$ cat config.mk
export PLATFORM = sky130hd
export DESIGN_NAME = muldiv_seq
export DESIGN_NICKNAME = d
export VERILOG_FILES = /design/src/rtl/muldiv_pkg.sv /design/src/rtl/muldiv_step.sv /design/src/rtl/muldiv_seq.sv
export SDC_FILE = /design/constraint.sdc
export NUM_CORES = 1
export LEC_CHECK = 0
export ABC_AREA = 1
export CORE_MARGIN = 2
export CORE_UTILIZATION = 30
export CTS_BUF_LIST = sky130_fd_sc_hd__clkbuf_4 sky130_fd_sc_hd__clkbuf_8
export CTS_CLUSTER_DIAMETER = 60
export DETAILED_ROUTE_END_ITERATION = 8
export PLACE_DENSITY_LB_ADDON = 0.12
export SYNTH_ARGS = -nofsm -noshare
export SYNTH_HDL_FRONTEND = slang
export SYNTH_HIERARCHICAL = 1
export SYNTH_SLANG_ARGS = --single-unit
$ cat constraint.sdc
create_clock -name clk_i -period 5.3 [get_ports clk_i]
set_clock_uncertainty 0.2 [all_clocks]
set_input_delay 1.06 -clock clk_i [delete_from_list [all_inputs] [get_ports clk_i]]
set_output_delay 1.06 -clock clk_i [all_outputs]
set_load 0.01 [all_outputs]
$ cat src/rtl/muldiv_pkg.sv
// Shared types and constants for the iterative RV32M multiply/divide sequencer.
// Latency: n/a (types and functions only).
// Backpressure: n/a.
//
// Contents: operation enum (matches funct3), FSM state enum, step-mode enum,
// iteration count, divide-by-zero quotient, and a conditional absolute-value helper.
package muldiv_pkg;

  localparam int          MULDIV_ITER = 32;
  localparam logic [31:0] DIV0_QUOT   = 32'hFFFF_FFFF;

  typedef enum logic [2:0] {
    OP_MUL    = 3'b000,
    OP_MULH   = 3'b001,
    OP_MULHSU = 3'b010,
    OP_MULHU  = 3'b011,
    OP_DIV    = 3'b100,
    OP_DIVU   = 3'b101,
    OP_REM    = 3'b110,
    OP_REMU   = 3'b111
  } muldiv_op_e;

  typedef enum logic [1:0] {
    ST_IDLE = 2'd0,
    ST_CALC = 2'd1,
    ST_FIX  = 2'd2,
    ST_DONE = 2'd3
  } muldiv_state_e;

  typedef enum logic {
    STEP_MUL = 1'b0,
    STEP_DIV = 1'b1
  } step_mode_e;

  // Two's-complement magnitude when the operand is treated as signed and is negative.
  // 0x80000000 maps to itself, which is the correct unsigned magnitude 2^31.
  function automatic logic [31:0] abs_val(input logic [31:0] v, input logic is_signed);
    abs_val = (is_signed && v[31]) ? (32'd0 - v) : v;
  endfunction

endpackage

$ cat src/rtl/muldiv_step.sv
// One iteration of shift-add multiply or restoring divide over a shared 33-bit add/sub.
// Latency: combinational.
// Backpressure: none; the sequencer decides when the result is registered.
//
// Ports: mode     - STEP_MUL or STEP_DIV
//        acc      - 64-bit accumulator ({hi,lo} for multiply, {rem,quo} for divide)
//        operand  - multiplicand (multiply) or divisor (divide) magnitude
//        acc_next - accumulator after one iteration
module muldiv_step
  import muldiv_pkg::*;
(
  input  step_mode_e  mode,
  input  logic [63:0] acc,
  input  logic [31:0] operand,
  output logic [63:0] acc_next
);

  logic [32:0] add_a;
  logic [32:0] add_b;
  logic        sub;
  logic [33:0] sum;
  logic        no_borrow;
  logic [31:0] rem_new;

  always_comb begin
    add_a     = '0;
    add_b     = '0;
    sub       = 1'b0;
    sum       = '0;
    no_borrow = 1'b0;
    rem_new   = '0;
    acc_next  = acc;

    if (mode == STEP_DIV) begin
      // Shifted partial remainder can reach 33 bits before the trial subtract.
      add_a = {acc[63:32], acc[31]};
      add_b = {1'b0, operand};
      sub   = 1'b1;
    end else begin
      // Conditional add: a zero addend when the multiplier bit is clear.
      add_a = {1'b0, acc[63:32]};
      add_b = acc[0] ? {1'b0, operand} : 33'd0;
      sub   = 1'b0;
    end

    sum = {1'b0, add_a} + {1'b0, (sub ? ~add_b : add_b)} + {33'd0, sub};

    if (mode == STEP_DIV) begin
      // Carry out of a + ~b + 1 means a >= b; the difference then fits in 32 bits.
      no_borrow = sum[33];
      rem_new   = no_borrow ? sum[31:0] : add_a[31:0];
      acc_next  = {rem_new, acc[30:0], no_borrow};
    end else begin
      // Shift {carry,hi,lo} right by one.
      acc_next = {sum[32:0], acc[31:1]};
    end
  end

endmodule

$ cat src/rtl/muldiv_seq.sv
// Iterative RV32M multiply/divide sequencer with start/ready handshake and kill.
// Latency: 34 cycles accept-to-valid (1 cycle for trivial requests when MULDIV_EARLY_OUT_EN).
// Backpressure: ready_o low while busy; start_i outside IDLE is dropped, nothing queued.
//
// Ports: clk_i, rst_i (sync, active-high), start_i/op_i/operand1_i/operand2_i request,
//        kill_i abort, ready_o (IDLE), busy_o (CALC/FIX/DONE), valid_o (one-cycle strobe),
//        result_o (registered, held until the next accepted request completes).
// Build option: define MULDIV_EARLY_OUT_EN to send divide-by-zero, signed overflow and
//        multiply-by-zero straight from IDLE to DONE.
module muldiv_seq
  import muldiv_pkg::*;
#(
  parameter int XLEN = 32
) (
  input  logic            clk_i,
  input  logic            rst_i,
  input  logic            start_i,
  input  logic [2:0]      op_i,
  input  logic [XLEN-1:0] operand1_i,
  input  logic [XLEN-1:0] operand2_i,
  input  logic            kill_i,
  output logic            ready_o,
  output logic            busy_o,
  output logic            valid_o,
  output logic [XLEN-1:0] result_o
);

  muldiv_state_e state_q, state_d;

  muldiv_op_e        op_q;
  logic [2*XLEN-1:0] acc_q;
  logic [XLEN-1:0]   oper_q;
  logic [XLEN-1:0]   op1_q;
  logic              neg_q;
  logic              div0_q;
  logic [4:0]        cnt_q;
  logic [XLEN-1:0]   result_q;

  // ---------------- request decode (IDLE) ----------------
  muldiv_op_e      op_in;
  logic            sgn1, sgn2, neg1, neg2, in_div, in_div0, in_neg;
  logic [XLEN-1:0] mag1, mag2;
  logic            accept;

  assign op_in  = muldiv_op_e'(op_i);
  assign accept = (state_q == ST_IDLE) && start_i && !kill_i;

  always_comb begin
    sgn1    = (op_in == OP_MULH) || (op_in == OP_MULHSU) || (op_in == OP_DIV) || (op_in == OP_REM);
    sgn2    = (op_in == OP_MULH) || (op_in == OP_DIV) || (op_in == OP_REM);
    neg1    = sgn1 && operand1_i[XLEN-1];
    neg2    = sgn2 && operand2_i[XLEN-1];
    mag1    = abs_val(operand1_i, sgn1);
    mag2    = abs_val(operand2_i, sgn2);
    in_div  = op_i[2];
    in_div0 = in_div && (operand2_i == '0);
    // Remainder takes the dividend's sign; everything else takes the product of signs.
    in_neg  = (op_in == OP_REM) ? neg1 : (neg1 ^ neg2);
  end

  // ---------------- early-out classification ----------------
  logic            trivial;
  logic [XLEN-1:0] triv_result;

`ifdef MULDIV_EARLY_OUT_EN
  logic ovf;
  always_comb begin
    trivial     = 1'b0;
    triv_result = '0;
    ovf         = ((op_in == OP_DIV) || (op_in == OP_REM)) &&
                  (operand1_i == 32'h8000_0000) && (operand2_i == 32'hFFFF_FFFF);
    if (in_div0) begin
      trivial     = 1'b1;
      triv_result = op_i[1] ? operand1_i : DIV0_QUOT;
    end else if (ovf) begin
      trivial     = 1'b1;
      triv_result = op_i[1] ? 32'd0 : 32'h8000_0000;
    end else if (!in_div && ((operand1_i == '0) || (operand2_i == '0))) begin
      trivial     = 1'b1;
      triv_result = '0;
    end
  end
`else
  assign trivial     = 1'b0;
  assign triv_result = '0;
`endif

  // ---------------- iteration datapath ----------------
  step_mode_e        step_mode;
  logic [2*XLEN-1:0] step_acc;

  assign step_mode = op_q[2] ? STEP_DIV : STEP_MUL;

  muldiv_step u_step (
    .mode     (step_mode),
    .acc      (acc_q),
    .operand  (oper_q),
    .acc_next (step_acc)
  );

  // ---------------- sign / corner-case fix ----------------
  logic [2*XLEN-1:0] prod_s;
  logic [XLEN-1:0]   quo, rem, fix_result;

  always_comb begin
    prod_s = neg_q ? ((2*XLEN)'(0) - acc_q) : acc_q;
    quo    = acc_q[XLEN-1:0];
    rem    = acc_q[2*XLEN-1:XLEN];
    case (op_q)
      OP_MUL:                        fix_result = prod_s[XLEN-1:0];
      OP_MULH, OP_MULHSU, OP_MULHU:  fix_result = prod_s[2*XLEN-1:XLEN];
      OP_DIV, OP_DIVU:               fix_result = div0_q ? DIV0_QUOT : (neg_q ? (32'd0 - quo) : quo);
      default:                       fix_result = div0_q ? op1_q : (neg_q ? (32'd0 - rem) : rem);
    endcase
  end

  // ---------------- FSM ----------------
  always_ff @(posedge clk_i) begin
    if (rst_i) state_q <= ST_IDLE;
    else       state_q <= state_d;
  end

  always_comb begin
    state_d = state_q;
    case (state_q)
      ST_IDLE: if (accept) state_d = trivial ? ST_DONE : ST_CALC;
      ST_CALC: begin
        if (kill_i)              state_d = ST_IDLE;
        else if (cnt_q == 5'd0)  state_d = ST_FIX;
      end
      ST_FIX:  state_d = kill_i ? ST_IDLE : ST_DONE;
      ST_DONE: state_d = ST_IDLE;
      default: state_d = ST_IDLE;
    endcase
  end

  // ---------------- data registers ----------------
  always_ff @(posedge clk_i) begin
    if (rst_i) begin
      op_q     <= OP_MUL;
      acc_q    <= '0;
      oper_q   <= '0;
      op1_q    <= '0;
      neg_q    <= 1'b0;
      div0_q   <= 1'b0;
      cnt_q    <= '0;
      result_q <= '0;
    end else begin
      case (state_q)
        ST_IDLE: begin
          if (accept) begin
            op_q   <= op_in;
            op1_q  <= operand1_i;
            neg_q  <= in_neg;
            div0_q <= in_div0;
            cnt_q  <= 5'(MULDIV_ITER - 1);
            if (in_div) begin
              acc_q  <= {{XLEN{1'b0}}, mag1};
              oper_q <= mag2;
            end else begin
              acc_q  <= {{XLEN{1'b0}}, mag2};
              oper_q <= mag1;
            end
            if (trivial) result_q <= triv_result;
          end
        end
        ST_CALC: begin
          acc_q <= step_acc;
          cnt_q <= cnt_q - 5'd1;
        end
        ST_FIX: begin
          if (!kill_i) result_q <= fix_result;
        end
        default: ;
      endcase
    end
  end

  assign ready_o  = (state_q == ST_IDLE);
  assign busy_o   = (state_q != ST_IDLE);
  assign valid_o  = (state_q == ST_DONE);
  assign result_o = result_q;

endmodule

Yosys cells after proc, flatten, opt, wreduce, memory -nomap -nowiden. Index checks and enable logic that the tools add are counted. W data, S select, Z words.

Output and inout port bits: 35. Bits of input ports: 71. Register bits: 172. Word-level logic and storage cells: 85.

Bitwise gates (word level): 3. Add/subtract/negate cells: 8. Reduce and logical (&&, ||, !) cells: 23. Equality and inequality tests: 14. Mux-type cells: 28.

Operators with widths (number): $mux W32 (10); $mux W64 (3); $pmux W64 S2 (1); $sub A1 B32 Y32 const A (4); $mux W33 (3); $pmux W32 S3 (1); $sub A1 B64 Y64 const A (1); $add A33 B33 Y34 (1); $add A34 B1 Y34 (1); $not A33 Y33 (1); $logic_not A32 Y1 (1); $eq A3 B3 Y1 const B (4); $pmux W5 S2 (1); $eq A3 B2 Y1 const B (3); $mux W2 (4); $pmux W2 S4 (1); $reduce_and A2 Y1 (4); $eq A3 B1 Y1 const B (2); $logic_and A1 B1 Y1 (5); $logic_not A5 Y1 (1); $logic_or A1 B1 Y1 (5); $mux W5 (1); $sub A5 B1 Y5 const B (1); $eq A2 B2 Y1 const B (2); other kinds (12) (15).

Logic depth before layout (Yosys ltp).
Depth after elaboration: 9. Mapped depth: 23. Depth with buffers taken out: 21.

Modules after synthesis. Netlist, hierarchy kept.

Modules (own cells, without submodules): muldiv_seq (times used 1, area an instance 12713.4 um^2, sequential area each 3443.3 um^2, cells an instance 2256); muldiv_step (times used 1, area an instance 3853.7 um^2, sequential area each 0.0 um^2, cells an instance 801).

Worst setup path before layout. No wires, ideal clock.

Kind: reg-to-reg. Start: register op_q[2]. End: register acc_q[0]. Required time: 4.985 ns. Period minus slack after synthesis: 3.393 ns. Library setup time: 0.115 ns. Path slack: 1.907 ns. Arrival time: 3.077 ns. Stages on the path, launching flop included: 22. Buffers on the path: 5. Path through: dfxtp_1 > buf_6 > inv_2 > buf_2 > clkbuf_1 > clkbuf_1 > nand2_1 > nand2_1 > ha_1 > a21oi_1 > o21ai_0 > a21oi_1 > nand3_2 > nand2_2 > nand2_4 > nor2_8 > buf_6 > a21oi_2 > nand2_1 > o21ai_0 > o21ai_0 > inv_1.

Word-level cells in the longest chain between the ends: 8. Elaborated cells on any way between the ends: 10. Those cells by class: add/sub (2); mux (7); bitwise (1).

Ends and longest elaborated chain: start, declared (line muldiv_seq.sv:30) `muldiv_op_e op_q;`; start signal, assigned (line muldiv_seq.sv:152) `op_q <= op_in;`; $mux W1 (*) (line muldiv_seq.sv:92) `assign step_mode = op_q[2] ? STEP_DIV : STEP_MUL;`; $mux W33 (line muldiv_step.sv:34) `if (mode == STEP_DIV) begin`; $not A33 Y33 (line muldiv_step.sv:46) `sum = {1'b0, add_a} + {1'b0, (sub ? ~add_b : add_b)} + {33'd0, sub};`; $mux W33 (line muldiv_step.sv:46); $add A33 B33 Y34 (line muldiv_step.sv:46); $add A34 B1 Y34 (line muldiv_step.sv:46); $mux W64 (*) (line muldiv_step.sv:48) `if (mode == STEP_DIV) begin`; net step_acc[0] (line muldiv_seq.sv:90) `logic [2*XLEN-1:0] step_acc;`; $pmux W64 S2 (*) (line muldiv_seq.sv:149) `case (state_q)`; end signal, assigned (line muldiv_seq.sv:158) `acc_q <= {{XLEN{1'b0}}, mag1};`; end signal, assigned (line muldiv_seq.sv:161) `acc_q <= {{XLEN{1'b0}}, mag2};`; end signal, assigned (line muldiv_seq.sv:168) `acc_q <= step_acc;`; end, declared (line muldiv_seq.sv:31) `logic [2*XLEN-1:0] acc_q;`.

Mark *: on every way through the listed nets, which the timed path passes. The rest lies on a longest branch. A chain may end at the register's enable or synchronous reset.

Worst setup path after layout.
Start: register op_q[2]. End: register acc_q[43].

Word-level cells in the longest chain between the ends: 9. Elaborated cells on any way between the ends: 11. Those cells by class: add/sub (2); mux (8); bitwise (1).

Ends and longest elaborated chain: $mux W1 (*) (line muldiv_seq.sv:92); $mux W33 (line muldiv_step.sv:34); $not A33 Y33 (line muldiv_step.sv:46); $mux W33 (line muldiv_step.sv:46); $add A33 B33 Y34 (line muldiv_step.sv:46); $add A34 B1 Y34 (line muldiv_step.sv:46); $mux W32 (line muldiv_step.sv:51) `rem_new = no_borrow ? sum[31:0] : add_a[31:0];`; $mux W64 (*) (line muldiv_step.sv:48); net step_acc[43] (line muldiv_seq.sv:90); $pmux W64 S2 (*) (line muldiv_seq.sv:149).

Marked as above.

==> results.md <==
* Avg WL per Cell at 20.32 um
* Peak VDD IR at 0.1768 mV
* DP HPWL at 61950 um
* Final ANT Viol Nets at 0
* Hold_buf cts at 0
* Mapped cell area at about 17000 sq um
* Hold/Removal Path Class: reg2reg
* Share of cells above drive strength 1 at 0.03237
* Vias at ~20000
* Final period util at 0.7857
* Post-Synth Simple-Gate Area at 0.4371
* Arrival time worst endpoint at 4.47 ns
* Count of cell types in the netlist at 48
* Mux contribution to synthesized area at 0
* Number of global-route vias before repair at 18194
* First-pass GRT wire length at 114400 um
* Setup bufs post-CTS at 0
* Pwr Density at about 200 nW/um^2
* H-tree depth at 4
* Final max-slew violation count at 0
* Reg clk slew, reported paths at ~0.1 ns
* Mapped Avg Cell Area at 5.419 sq um
* Cells after Synth at 3057
* Rel. slew slack at 0.2148
* Die area at around 57000 sq um
* Most common cell in the netlist: nand2_1
* Post-Route WL at about 77000 um
* Yosys warns at 6
* Largest net degree at the start of global routing at between 70 and 80
* Dpl cell area at roughly 18000 sq um
* Sequential element share of the synthesized area at 0.2078
* FILL cells at 6404
* GR Overflow Total at 0
* Max Cap Viol at 0
* Clock buffer depth at 2
* TritonCTS Sinks at around 170
* Most instantiated cells after synthesis: 1082 x nand2_1, 336 x inv_1, 308 x nor2_1, 284 x nand3_1, 233 x o21ai_0
* Crit path kind: reg2reg
* Final setup violation count at 0
* Design area at ~19000 sq um
* CP Capture Type: flop
* WL met3 at 4122 um
* Setup TNS Final at 0 ns
* Most used DFF post-synth: dfxtp_1
* CORE AREA at ~55000 sq um
* GPL Wtd Cong at roughly 0.94
* RSZ-0062 raised after global routing: false
* CP Max Fanout at 28
* P&R area growth vs syn at 11.83%
* TritonRoute pass-1 iters at 6
* Die width at roughly 240 um
* Synth Area in Compound Gates at 0.1726
* Via/cell ratio at roughly 5.2
* Combinational family with the most area after synthesis: simple AND/OR/NAND/NOR gates
* Crit path required time at 5.61 ns
* Clock Latency Late Sink at 0.59 ns
* Critical-path top delay cell: dfxtp_4
* CTS Root Cell: clkbuf_8
* CTS tree: done
* Fmax achieved at around 0.24 GHz
* EDFF count, synth at 0
* Leakage power at 9.169 nW
* Routed wl met2 at around 35000 um
* Minimum clock period at around 4.2 ns
* I/O pin cnt at between 100 and 150
* Post_cts resized at 0
* Number of CTS-inserted buffers at 17
* Initial DRC count at between 1500 and 2000
* Height of the die at approximately 240 um
* CP most frequent cell: a21oi_1
* Endpoints failing hold at 0
* Syn_nets at roughly 3200
* FF+latch count, synth at between 150 and 200
* Num rows at 86
* Slowest stage delay, CP at around 0.37 ns
* Worst Setup Start Kind: flop
* Post-synth top area share at 0.2451
* Total GRT Usage at 0.2685
* Yosys top cell by area: nand2_1
* Worst Max-Slew Pin Slew at roughly 1.2 ns
* Final net count at around 3200
* Register area at 3448 sq um
* Post-Synth XOR/XNOR Area at 0.04018
* Starting Density at 0.3019
* Area of the multi-input gates at between 10000 and 15000 sq um
* Cell Chain, Critical Path: or2_4 -> inv_1 -> buf_4 -> a21oi_1 -> o21ai_0 -> inv_1 -> ha_1 -> a21oi_1 -> o21ai_0 -> a21oi_1 -> nand3_2 -> nand2_2 -> nand2_4 -> nor2_8 -> buf_4 -> nand2_1 -> nand3_1 -> nand2_1 -> a21oi_1
* Synth area leaders: nand2_1 25%, dfxtp_1 21%, nand3_1 8.6%, inv_1 7.6%, o21ai_0 7.0%
* Number of I/O port buffers at 105
* Status: finished clean
* DR top layer: met4
* Remaining DRCs at 0
* WL met1 at between 30000 and 40000 um
* Initial antenna violation count at 1
* Asr flop ratio synth at 0
* Synth Area in Adders at 0.02915
cell usage in the layout, fill, tap and decap left out, types with 3 or more instances in the layout:
master	n
a31oi_1	4
buf_4	23
nand2_1	1082
nand3b_1	21
nand4_1	26
inv_8	3
o21bai_1	4
o21ai_1	13
nand3_2	3
a21o_1	4
o211ai_1	6
inv_2	8
a21oi_2	4
clkbuf_8	18
nor2_2	7
clkinv_4	3
a211oi_1	3
clkdlybuf4s50_1	104
nor4_1	3
nor3_1	10
o31ai_1	3
o21ai_0	233
xor2_1	66
o21ai_2	3
inv_1	336
nand3_1	284
xnor2_1	10
a21oi_1	227
nor2_1	306
ha_1	37
nor2_4	6
dfxtp_1	170
o21a_1	26
logic make-up (layout without fill, tap and decap cells):
| logic type | Yosys count | after routing |
|---|---|---|
| AOI/OAI and AO/OA | 537 | 537 |
| other | 0 | 1 |
| adders and majority gates | 38 | 38 |
| xor gates and xnor gates | 76 | 76 |
| and+or+nand+nor | 1760 | 1760 |
| buffers and inverters | 474 | 506 |
| DFF | 172 | 172 |
layout make-up:
type / count / share of cell area
clock inverter: 12 / 0.006956
tap: 704 / 0.04754
multi-input combinational: 2411 / 0.6091
inverter: 346 / 0.07016
sequential: 172 / 0.1861
timing repair buffer: 128 / 0.06578
antenna: 1 / 0.0001351
clock buffer: 20 / 0.01418
registers in the layout (all words and copies together), names as in the netlist:
signal	count
neg_q	1
cnt_q	5
oper_q	32
op1_q	32
div0_q	1
op_q	3
acc_q	64
state_q	2
result_o	32
worst max-delay path, delay by kind of cell (launching register included):
kind	cells	cell delay [ns]
AO/OA/AOI/OAI	6	1.04
adder cells (fa/ha/maj)	1	0.37
buffers and inverters	4	0.82
flip-flops	1	0.37
AND/OR/NAND/NOR	8	1.26
metrics by stage:
step                worst slack [ns]  power (W)  hold WS, ns    util  cells
global route                  0.8580   0.003971       0.2910  0.3376   3794
global placement              0.7623   0.002743       0.2430  0.3304   3761
floorplan                      1.907   0.002255       0.2297       -   3057
detailed placement            0.7339   0.002743       0.2512  0.3304   3761
CTS                            1.173   0.003778       0.2668  0.3376   3793
finish                         1.136   0.003756       0.2643  0.3376   3794
power breakdown:
group | total [W] | switching, W | internal (W)
Sequential | 0.00144 | 0.0000856 | 0.00136
Combinational | 0.00129 | 0.000914 | 0.000375
Clock | 0.00102 | 0.000617 | 0.000408
final timing paths:
kind / startpoint / endpoint / slack (ns) / cells after the start
worst max-delay path: op_q[2]$_SDFFE_PP0P_ / acc_q[43]$_SDFFE_PP0P_ / 1.14 / 19
worst min-delay path: op1_q[24]$_SDFFE_PP0P_ / op1_q[24]$_SDFFE_PP0P_ / 0.26 / 2
worst max register to register: op_q[2]$_SDFFE_PP0P_ / acc_q[43]$_SDFFE_PP0P_ / 1.14 / 19
worst min register to register: op1_q[24]$_SDFFE_PP0P_ / op1_q[24]$_SDFFE_PP0P_ / 0.26 / 2
routing by layer:
| metal | GRT usage | vias up |
|---|---|---|
| li1 | - | 9819 |
| met1 | 0.3590 | 9304 |
| met2 | 0.4384 | 660 |
| met3 | 0.03025 | 103 |
| met4 | 0.1098 | 0 |
| met5 | 0 | - |
Power figures use the tool's default switching activity.
